==> config.mk <==
export PLATFORM = sky130hd
export DESIGN_NAME = pipe_hazard_scoreboard_flat
export DESIGN_NICKNAME = d
export VERILOG_FILES = /design/src/rtl/pipe_hazard_scoreboard_pkg.sv /design/src/rtl/pipe_hazard_scoreboard_if.sv /design/src/rtl/pipe_hazard_scoreboard_match.sv /design/src/rtl/pipe_hazard_scoreboard.sv /design/src/flat_wrapper.sv
export SDC_FILE = /design/constraint.sdc
export NUM_CORES = 1
export LEC_CHECK = 0
export CAP_MARGIN = 20
export CORE_UTILIZATION = 30
export CTS_CLUSTER_SIZE = 12
export DETAILED_ROUTE_END_ITERATION = 7
export SYNTH_ARGS = -nofsm -noshare
export SYNTH_HDL_FRONTEND = slang
export SYNTH_SLANG_ARGS = --single-unit
==> constraint.sdc <==
create_clock -name clk -period 2.26 [get_ports clk]
set_input_delay 0.339 -clock clk [delete_from_list [all_inputs] [get_ports clk]]
set_output_delay 0.339 -clock clk [all_outputs]
set_load 0.03 [all_outputs]
==> src/rtl/pipe_hazard_scoreboard_pkg.sv <==
// pipe_hazard_scoreboard_pkg: shared encodings and entry layout for the hazard scoreboard.
package pipe_hazard_scoreboard_pkg;
    localparam int ASIZE_DEF = 5;
    localparam int FWD_RF = 0;
    typedef struct packed {
        logic valid;
        logic wen;
        logic is_load;
    } ent_flags_t;
endpackage

==> src/rtl/pipe_hazard_scoreboard_if.sv <==
// pipe_hazard_scoreboard_if: decode-slot inputs and hazard/forwarding outputs of the scoreboard.
interface pipe_hazard_scoreboard_if import pipe_hazard_scoreboard_pkg::*; #(
    parameter int ASIZE = ASIZE_DEF,
    parameter int DEPTH = 3,
    parameter int CNT_W = 16
);
    localparam int SW = $clog2(DEPTH + 1);
    logic             id_valid;
    logic             id_ren1;
    logic [ASIZE-1:0] id_raddr1;
    logic             id_ren2;
    logic [ASIZE-1:0] id_raddr2;
    logic             id_wen;
    logic [ASIZE-1:0] id_waddr;
    logic             id_is_load;
    logic             flush;
    logic             stall;
    logic [SW-1:0]    fwd_sel1;
    logic [SW-1:0]    fwd_sel2;
    logic [DEPTH-1:0] busy_map;
    logic [CNT_W-1:0] stall_cnt;
    modport master (
        output id_valid, id_ren1, id_raddr1, id_ren2, id_raddr2, id_wen, id_waddr, id_is_load, flush,
        input  stall, fwd_sel1, fwd_sel2, busy_map, stall_cnt
    );
    modport slave (
        input  id_valid, id_ren1, id_raddr1, id_ren2, id_raddr2, id_wen, id_waddr, id_is_load, flush,
        output stall, fwd_sel1, fwd_sel2, busy_map, stall_cnt
    );
endinterface

==> src/rtl/pipe_hazard_scoreboard_match.sv <==
// hazard_match_cmp: youngest-entry match priority encoder for one source operand.
module hazard_match_cmp #(
    parameter int ASIZE = 5,
    parameter int DEPTH = 3,
    parameter int IW    = 2
) (
    input  logic                        ren,
    input  logic [ASIZE-1:0]            src,
    input  logic [DEPTH-1:0]            valid,
    input  logic [DEPTH-1:0]            wen,
    input  logic [DEPTH-1:0]            is_load,
    input  logic [DEPTH-1:0][ASIZE-1:0] waddr,
    output logic                        hit,
    output logic [IW-1:0]               idx,
    output logic                        hit_load
);
    // Scan oldest to youngest so the lowest matching index wins; r0 never matches.
    always_comb begin
        hit = 1'b0;
        idx = '0;
        hit_load = 1'b0;
        for (int k = DEPTH - 1; k >= 0; k--) begin
            if (ren && src != '0 && valid[k] && wen[k] && waddr[k] == src) begin
                hit = 1'b1;
                idx = IW'(k);
                hit_load = is_load[k];
            end
        end
    end
endmodule

==> src/rtl/pipe_hazard_scoreboard.sv <==
// pipe_hazard_scoreboard: tracks in-flight register writes after decode, raising stall and
// forwarding selects for the decode-stage operands.
module pipe_hazard_scoreboard import pipe_hazard_scoreboard_pkg::*; #(
    parameter int ASIZE      = ASIZE_DEF,
    parameter int DEPTH      = 3,
    parameter int FWD_EN     = 1,
    parameter int LOAD_STAGE = 2,
    parameter int CNT_W      = 16
) (
    input logic clk,
    input logic rst,
    pipe_hazard_scoreboard_if.slave bus
);
    localparam int SW = $clog2(DEPTH + 1);
    ent_flags_t [DEPTH-1:0]        ent_q, ent_d;
    logic [DEPTH-1:0][ASIZE-1:0]   waddr_q, waddr_d;
    logic [CNT_W-1:0]              cnt_q, cnt_d;
    logic [DEPTH-1:0]              vld, wen, ld;
    logic                          hit1, hit2, ld1, ld2, haz1, haz2, stall, take;
    logic [SW-1:0]                 idx1, idx2;

    always_comb begin
        for (int k = 0; k < DEPTH; k++) begin
            vld[k] = ent_q[k].valid;
            wen[k] = ent_q[k].wen;
            ld[k] = ent_q[k].is_load;
        end
    end

    hazard_match_cmp #(.ASIZE(ASIZE), .DEPTH(DEPTH), .IW(SW)) u_match1 (
        .ren(bus.id_ren1), .src(bus.id_raddr1), .valid(vld), .wen(wen), .is_load(ld),
        .waddr(waddr_q), .hit(hit1), .idx(idx1), .hit_load(ld1)
    );
    hazard_match_cmp #(.ASIZE(ASIZE), .DEPTH(DEPTH), .IW(SW)) u_match2 (
        .ren(bus.id_ren2), .src(bus.id_raddr2), .valid(vld), .wen(wen), .is_load(ld),
        .waddr(waddr_q), .hit(hit2), .idx(idx2), .hit_load(ld2)
    );

    // Without forwarding every match stalls, including WB, since the regfile has no write-through.
    always_comb begin
        haz1 = FWD_EN != 0 ? hit1 && ld1 && idx1 < SW'(LOAD_STAGE) : hit1;
        haz2 = FWD_EN != 0 ? hit2 && ld2 && idx2 < SW'(LOAD_STAGE) : hit2;
        stall = bus.id_valid && !bus.flush && (haz1 || haz2);
        take = bus.id_valid && !stall && !bus.flush;
        ent_d[0] = take ? {1'b1, bus.id_wen, bus.id_is_load} : 3'b000;
        waddr_d[0] = take ? bus.id_waddr : '0;
        for (int k = 1; k < DEPTH; k++) begin
            ent_d[k] = ent_q[k-1];
            waddr_d[k] = waddr_q[k-1];
        end
        cnt_d = stall && !(&cnt_q) ? cnt_q + 1'b1 : cnt_q;
    end

    always_ff @(posedge clk or posedge rst) begin
        if (rst) begin
            ent_q <= '0;
            waddr_q <= '0;
            cnt_q <= '0;
        end else begin
            ent_q <= ent_d;
            waddr_q <= waddr_d;
            cnt_q <= cnt_d;
        end
    end

    assign bus.stall = stall;
    assign bus.fwd_sel1 = FWD_EN != 0 && hit1 ? idx1 + SW'(1) : SW'(FWD_RF);
    assign bus.fwd_sel2 = FWD_EN != 0 && hit2 ? idx2 + SW'(1) : SW'(FWD_RF);
    assign bus.busy_map = vld & wen;
    assign bus.stall_cnt = cnt_q;
endmodule

==> src/flat_wrapper.sv <==
// flat-port wrapper written by rule: the top's interface ports become plain ports
module pipe_hazard_scoreboard_flat import pipe_hazard_scoreboard_pkg::*;
#(
    parameter int ASIZE      = ASIZE_DEF,
    parameter int DEPTH      = 3,
    parameter int FWD_EN     = 1,
    parameter int LOAD_STAGE = 2,
    parameter int CNT_W      = 16
)
  (clk, rst, bus_id_valid, bus_id_ren1, bus_id_raddr1, bus_id_ren2, bus_id_raddr2, bus_id_wen, bus_id_waddr, bus_id_is_load, bus_flush, bus_stall, bus_fwd_sel1, bus_fwd_sel2, bus_busy_map, bus_stall_cnt);
  pipe_hazard_scoreboard_if #(.ASIZE(ASIZE), .DEPTH(DEPTH), .CNT_W(CNT_W)) bus_i ();
  input logic clk;
  input logic rst;
  input wire logic [$bits(bus_i.id_valid)-1:0] bus_id_valid;
  input wire logic [$bits(bus_i.id_ren1)-1:0] bus_id_ren1;
  input wire logic [$bits(bus_i.id_raddr1)-1:0] bus_id_raddr1;
  input wire logic [$bits(bus_i.id_ren2)-1:0] bus_id_ren2;
  input wire logic [$bits(bus_i.id_raddr2)-1:0] bus_id_raddr2;
  input wire logic [$bits(bus_i.id_wen)-1:0] bus_id_wen;
  input wire logic [$bits(bus_i.id_waddr)-1:0] bus_id_waddr;
  input wire logic [$bits(bus_i.id_is_load)-1:0] bus_id_is_load;
  input wire logic [$bits(bus_i.flush)-1:0] bus_flush;
  output wire logic [$bits(bus_i.stall)-1:0] bus_stall;
  output wire logic [$bits(bus_i.fwd_sel1)-1:0] bus_fwd_sel1;
  output wire logic [$bits(bus_i.fwd_sel2)-1:0] bus_fwd_sel2;
  output wire logic [$bits(bus_i.busy_map)-1:0] bus_busy_map;
  output wire logic [$bits(bus_i.stall_cnt)-1:0] bus_stall_cnt;
  assign bus_i.id_valid = bus_id_valid;
  assign bus_i.id_ren1 = bus_id_ren1;
  assign bus_i.id_raddr1 = bus_id_raddr1;
  assign bus_i.id_ren2 = bus_id_ren2;
  assign bus_i.id_raddr2 = bus_id_raddr2;
  assign bus_i.id_wen = bus_id_wen;
  assign bus_i.id_waddr = bus_id_waddr;
  assign bus_i.id_is_load = bus_id_is_load;
  assign bus_i.flush = bus_flush;
  assign bus_stall = bus_i.stall;
  assign bus_fwd_sel1 = bus_i.fwd_sel1;
  assign bus_fwd_sel2 = bus_i.fwd_sel2;
  assign bus_busy_map = bus_i.busy_map;
  assign bus_stall_cnt = bus_i.stall_cnt;
  pipe_hazard_scoreboard #(.ASIZE(ASIZE), .DEPTH(DEPTH), .FWD_EN(FWD_EN), .LOAD_STAGE(LOAD_STAGE), .CNT_W(CNT_W)) u_core (.clk(clk), .rst(rst), .bus(bus_i));
endmodule
# [Word level (Yosys, flattened, before mapping)]
# Index checks and enable logic that the tools add are counted.
[word_totals] elab_cells=83 register_bits=40 in_bits=23 out_inout_bits=24
[classes] muxes=22 magnitude_cmp=2 bitwise=1 reduce_logical=36 eq_ne=6 n_addsub=3
[op_table] op="$eq A5 B5 Y1" count=6
[op_table] op="$logic_and A1 B1 Y1" count=29
[op_table] op="$add A16 B1 Y16 const B" count=1
[op_table] op="$mux W2" count=8
[op_table] op="$reduce_and A16 Y1" count=1
[op_table] op="$mux W1" count=12
[op_table] op="$reduce_bool A5 Y1" count=2
[op_table] op="$mux W5" count=1
[op_table] op="$add A2 B1 Y2 const B" count=2
[op_table] op="$lt A2 B2 Y1 const B" count=2
[op_table] op="$and A3 B3 Y3" count=1
[op_table] op="$logic_not A1 Y1" count=3
[op_table] op="$mux W3" count=1
[op_table] op="$logic_or A1 B1 Y1" count=1

# [Depth between registers and ports, before layout]
[logic_depth] ltp_word=16 ltp_mapped=8

# [Modules after synthesis]
# Synthesis repeated with hierarchy kept, for this count alone.
[hier_totals] hier_cells=197 hier_area_um2=2130.8
[modules_own_cells] module="pipe_hazard_scoreboard" instances=1 area_per_inst_um2=1567.8 cells_per_inst=119
[modules_own_cells] module="hazard_match_cmp" instances=2 area_per_inst_um2=281.5 cells_per_inst=39

# [Worst setup path before layout]
# Ideal clock, no wire load.
[synth_timing] path_kind="flip-flop to output port" startpoint="register u_core.waddr_q, in the netlist u_core.waddr_d[13]" endpoint="output port bus_stall" n_path_buf=1 arrival_time_ns=2.017 path_stages_with_launch=8 path_slack_ns=-0.096 path_cell_list="dfrtp_1 -> xnor2_1 -> nand4_1 -> or4_4 -> o22ai_2 -> a21oi_4 -> buf_2 -> nor2_1"
[synth_between] elab_chain_cells=8 elab_cells_between_ends=24 cone_classes="2 x order compare; 2 x eq/ne; 12 x mux; 8 x reduce/logical"
[synth_rtl] item="start, declared" line_no="pipe_hazard_scoreboard.sv:16" source="logic [DEPTH-1:0][ASIZE-1:0] waddr_q, waddr_d;"
[synth_rtl] item="start signal, assigned" line_no="pipe_hazard_scoreboard.sv:61" source="waddr_q <= waddr_d;"
[synth_rtl] item="$eq A5 B5 Y1" line_no="pipe_hazard_scoreboard_match.sv:23" source="if (ren && src != '0 && valid[k] && wen[k] && waddr[k] == src) begin"
[synth_rtl] item="$logic_and A1 B1 Y1" line_no="pipe_hazard_scoreboard_match.sv:23"
[synth_rtl] item="$mux W2 / $mux W1 (equally long branches) (2 in a row)" line_no="pipe_hazard_scoreboard_match.sv:23"
[synth_rtl] item="$lt A2 B2 Y1 (tied with other cells)" line_no="pipe_hazard_scoreboard.sv:41" source="haz1 = FWD_EN != 0 ? hit1 && ld1 && idx1 < SW'(LOAD_STAGE) : hit1;"
[synth_rtl] item="$logic_and A1 B1 Y1 (on tied branches)" line_no="pipe_hazard_scoreboard.sv:41, pipe_hazard_scoreboard.sv:42"
[synth_rtl] item="$logic_or A1 B1 Y1 *" line_no="pipe_hazard_scoreboard.sv:43" source="stall = bus.id_valid && !bus.flush && (haz1 || haz2);"
[synth_rtl] item="$logic_and A1 B1 Y1 *" line_no="pipe_hazard_scoreboard.sv:43"
[synth_rtl] item="end, declared" line_no="flat_wrapper.sv:23" source="output wire logic [$bits(bus_i.stall)-1:0] bus_stall;"
# Mark *: on every way between the ends. The rest lies on a longest branch, timed or not.

# [Final worst setup path]
[layout_timing] startpoint="register u_core.waddr_q, in the netlist u_core.waddr_d[14]" endpoint="output port bus_stall"
# The elaborated chain is that of the path after synthesis.

==> flow_summary_export.csv <==
group,metric,value,unit
sta,worst_hold_slack_after_final_layout,0.376,ns
power_and_ir_drop,power.sequential.fraction,48.8,%
synth,count_of_unique_library_cells_instantiated_by_yosys,37,
outcome,failed_checks,"negative setup slack",
critical_path,cp.arrival,2.05,ns
global_route,grt_pass1_vias,1449,
outcome,outcome,"finished with violations",
sta,grt_setup_unrepaired,"yes",
sta,finalClockSkew,0.00698,ns
cts,tritoncts_clock_tree,"yes",
detailed_routing,vias_per_cell,4.57,
critical_path,worst_setup_path_end_kind,"primary output",
layout,layout-drive-gt1-share,33.7,%
synth,synth.largest_area_cell,"dfrtp_1",
synth,synth_ff_type,"dfrtp_1",
critical_path,r2r_start,"u_core.waddr_d[14]",
cts,clkTransAtPathRegs,0.08,ns
floorplanning,floorplan.die.height,82.4,um
sta,slew-limit-headroom,62.2,%
synth,synthDominantCellAreaShare,50.4,%
power_and_ir_drop,total_switching_power,0.000331,W
global_route,grt_usage,14.6,%
power_and_ir_drop,pwr-share-clk,40.4,%
synth,number_of_flip_flops_and_latches_in_the_synthesized_netlist,39,
global_route,grt_antenna_before_repair,0,
sta,finalWorstSetupSlack,-0.127,ns
worst_hold_path,min_path_type,"reg2reg",
power_and_ir_drop,max-vdd-ir-drop,0.315,mV
critical_path,worst-setup-path-type,"reg2out",
cts,tritoncts.num_buffers,5,
power_and_ir_drop,comb_power_share,10.8,%
placement,number_of_buffer_cells_added_on_primary_ports,46,
critical_path,critical_path.startpoint_type,"flop",
power_and_ir_drop,power.density,499,nW/um2
critical_path,worst_ep_required_time,1.92,ns
layout,antennaDiodeCount,0,
floorplanning,rows,28,
floorplanning,initial_utilization,32.0,%
detailed_routing,postRouteAntennaNets,0,
synth,netlist_top_cells_area,"dfrtp_1, xnor2_1, xor2_1",
layout,cell_area_after_layout,2990,um2
detailed_routing,routed_wl,4.45,mm
synth,synth_seq_area_share,50.4,%
critical_path,worst-r2r-setup-slack,-0.03,ns
detailed_routing,first_iter_violations,39,
layout,commonest_non_fill_non_tap_cell_in_the_layout,"dfrtp_1",
power_and_ir_drop,total_leakage_power,1.40,nW
sta,finalMaxSlewViolations,0,
critical_path,worstRegToRegCells,9,
sta,period_needed,2.39,ns
cts,clkLatencyLatePin,0.29,ns
sta,count_of_endpoints_failing_setup_in_the_final_report,9,
synth,post_synth_inst_count,165,
synth,asyncSetResetFlopFracSynth,100,%
critical_path,crit_path_max_fanout,3,
global_route,grt_start_max_net_pins,40,
cts,root_buffer,"clkbuf_8",
synth,netlist_area,1940,um2
sta,slew_worst_pin,0.566,ns
layout,design.final.nets,269,
synth,mappedNetlistNets,189,
job,cap_viol_max_count,0,
power_and_ir_drop,finalPower,0.00149,W
floorplanning,design.core.area,6060,um2
floorplanning,die_x,82.4,um
cts,cts_sinks,39,
floorplanning,io-pin-count,47,
detailed_routing,drt_pass1_iterations,4,
sta,hold_viol_final,0,
floorplanning,fp.dieArea,6780,um2
global_route,grt_first_pass_wirelength,7.25,mm
synth,synth-edff-count,0,
worst_hold_path,worst_hold_startpoint,"u_core.ent_d[8]",
detailed_routing,wl_per_cell,13.9,um
worst_hold_path,whs_path_depth,0,
sta,clock.fmax,0.419,GHz
placement,place_area,2650,um2
placement,routabilityCongestion,0.807,
critical_path,r2r-end,"u_core.bus.stall_cnt[13]",
synth,syn-mean-instance-area,11.7,um2
power_and_ir_drop,cellInternalPower,0.00116,W
cts,clock_tree.htree_level_count,2,
synth,ys_warn_count,0,
cts,clock_path_buffers,2,
global_route,overflow,0,
sta,layout_worst_path_cycle_share,106,%
worst_hold_path,min_delay_worst_endpoint,"u_core.ent_q[8]",
placement,post-dp-hpwl,3.29,mm
layout,layout_common_cells,"dfrtp_1, clkdlybuf4s50_1, xnor2_1",
detailed_routing,via_count,1467,
power_and_ir_drop,power_switching_share,22.2,%
layout,syn2layout_area_growth,54.5,%
detailed_routing,post-route-drc-count,0,
power groups by stage:
stage                     sequential [W]  clock [W]  combinational [W]
after floorplan                 0.000739          0          0.0000637
after global placement          0.000742          0           0.000151
after detailed placement        0.000742          0           0.000152
after CTS                       0.000728   0.000617           0.000158
after global routing            0.000730   0.000649           0.000177
final                           0.000728   0.000602           0.000161
kinds of logic (layout without fill, tap and decap cells):
group / Yosys count / count (layout) / share of synthesized area [%]
XOR/XNOR: 45 / 45 / 20.3
multiplexers: 1 / 1 / 0.581
flip-flops: 39 / 39 / 50.4
AND/OR/NAND/NOR: 62 / 62 / 22.3
adder cells (fa/ha/maj): 1 / 1 / 0.646
buffers and inverters: 9 / 90 / 2.26
AO/OA/AOI/OAI: 8 / 8 / 3.49
sequential cells by signal, indices dropped and copies added (netlist names):
name and count:
u_core.ent_d 6, u_core.ent_q 2, u_core.waddr_q 5, u_core.bus.stall_cnt 16, u_core.waddr_d 10
final cells by class:
type	instances	area, um2
Tap cell	75	93.8
Fill cell	550	3070
Inverter	6	22.5
Multi-Input combinational cell	117	1080
Sequential cell	39	982
Timing Repair Buffer	76	699
Clock buffer	6	82.6
Clock inverter	2	35.0
how the worst max path moves through the flow:
stage | start | end
2_1_floorplan | u_core.waddr_d[13] | bus_stall
3_3_place_gp | bus_id_raddr1[3] | u_core.bus.stall_cnt[1]
3_5_place_dp | bus_id_raddr1[3] | u_core.bus.stall_cnt[1]
4_1_cts | u_core.waddr_d[12] | bus_stall
5_1_grt | u_core.waddr_d[12] | bus_stall
6_report | u_core.waddr_d[14] | bus_stall
cell usage after synthesis, types with 2 or more instances:
master / instances
a21oi_1: 2
and3_1: 8
buf_2: 2
dfrtp_1: 39
inv_1: 5
nand2_1: 8
nand2b_1: 7
nand3_1: 2
nand4_1: 7
nand4b_1: 3
nor2_1: 3
nor3_2: 4
nor3b_2: 2
nor4_1: 2
o21ai_1: 2
or4_1: 5
xnor2_1: 32
xor2_1: 13
layer usage:
metal	wire (um)	vias to the layer above	global-route usage (%)
met5	0	-	0
met4	57	0	4.74
met3	126	6	2.97
met2	2160	25	22.8
met1	2100	702	20.2
li1	-	734	-
metrics by stage:
step / utilization [%] / setup slack [ns] / cells / TNS, ns
finish: 49.4 / -0.127 / 321 / -0.473
global route: 49.4 / -0.227 / 321 / -2.34
CTS: 48.1 / -0.175 / 319 / -0.750
detailed placement: 43.6 / -0.631 / 307 / -14.44
global placement: 43.6 / -0.672 / 307 / -15.66
floorplan: - / 0.0395 / 165 / 0
worst max-delay path: stages (launching register included):
cell and delay (ns):
dfrtp_2 0.45, xnor2_1 0.15, nand4_1 0.11, or4_4 0.53, o22ai_4 0.21, a21oi_4 0.08
nor2_2 0.10, buf_6 0.14
repair_timing:
action,4_1_cts,5_1_grt
cloned,0,0
gates resized for setup,42,16
hold buffers,0,0
endpoints found under the setup margin,29,21
buffers inserted,4,2
pin swaps,23,19
No activity file was read; power rests on OpenSTA's default activity.
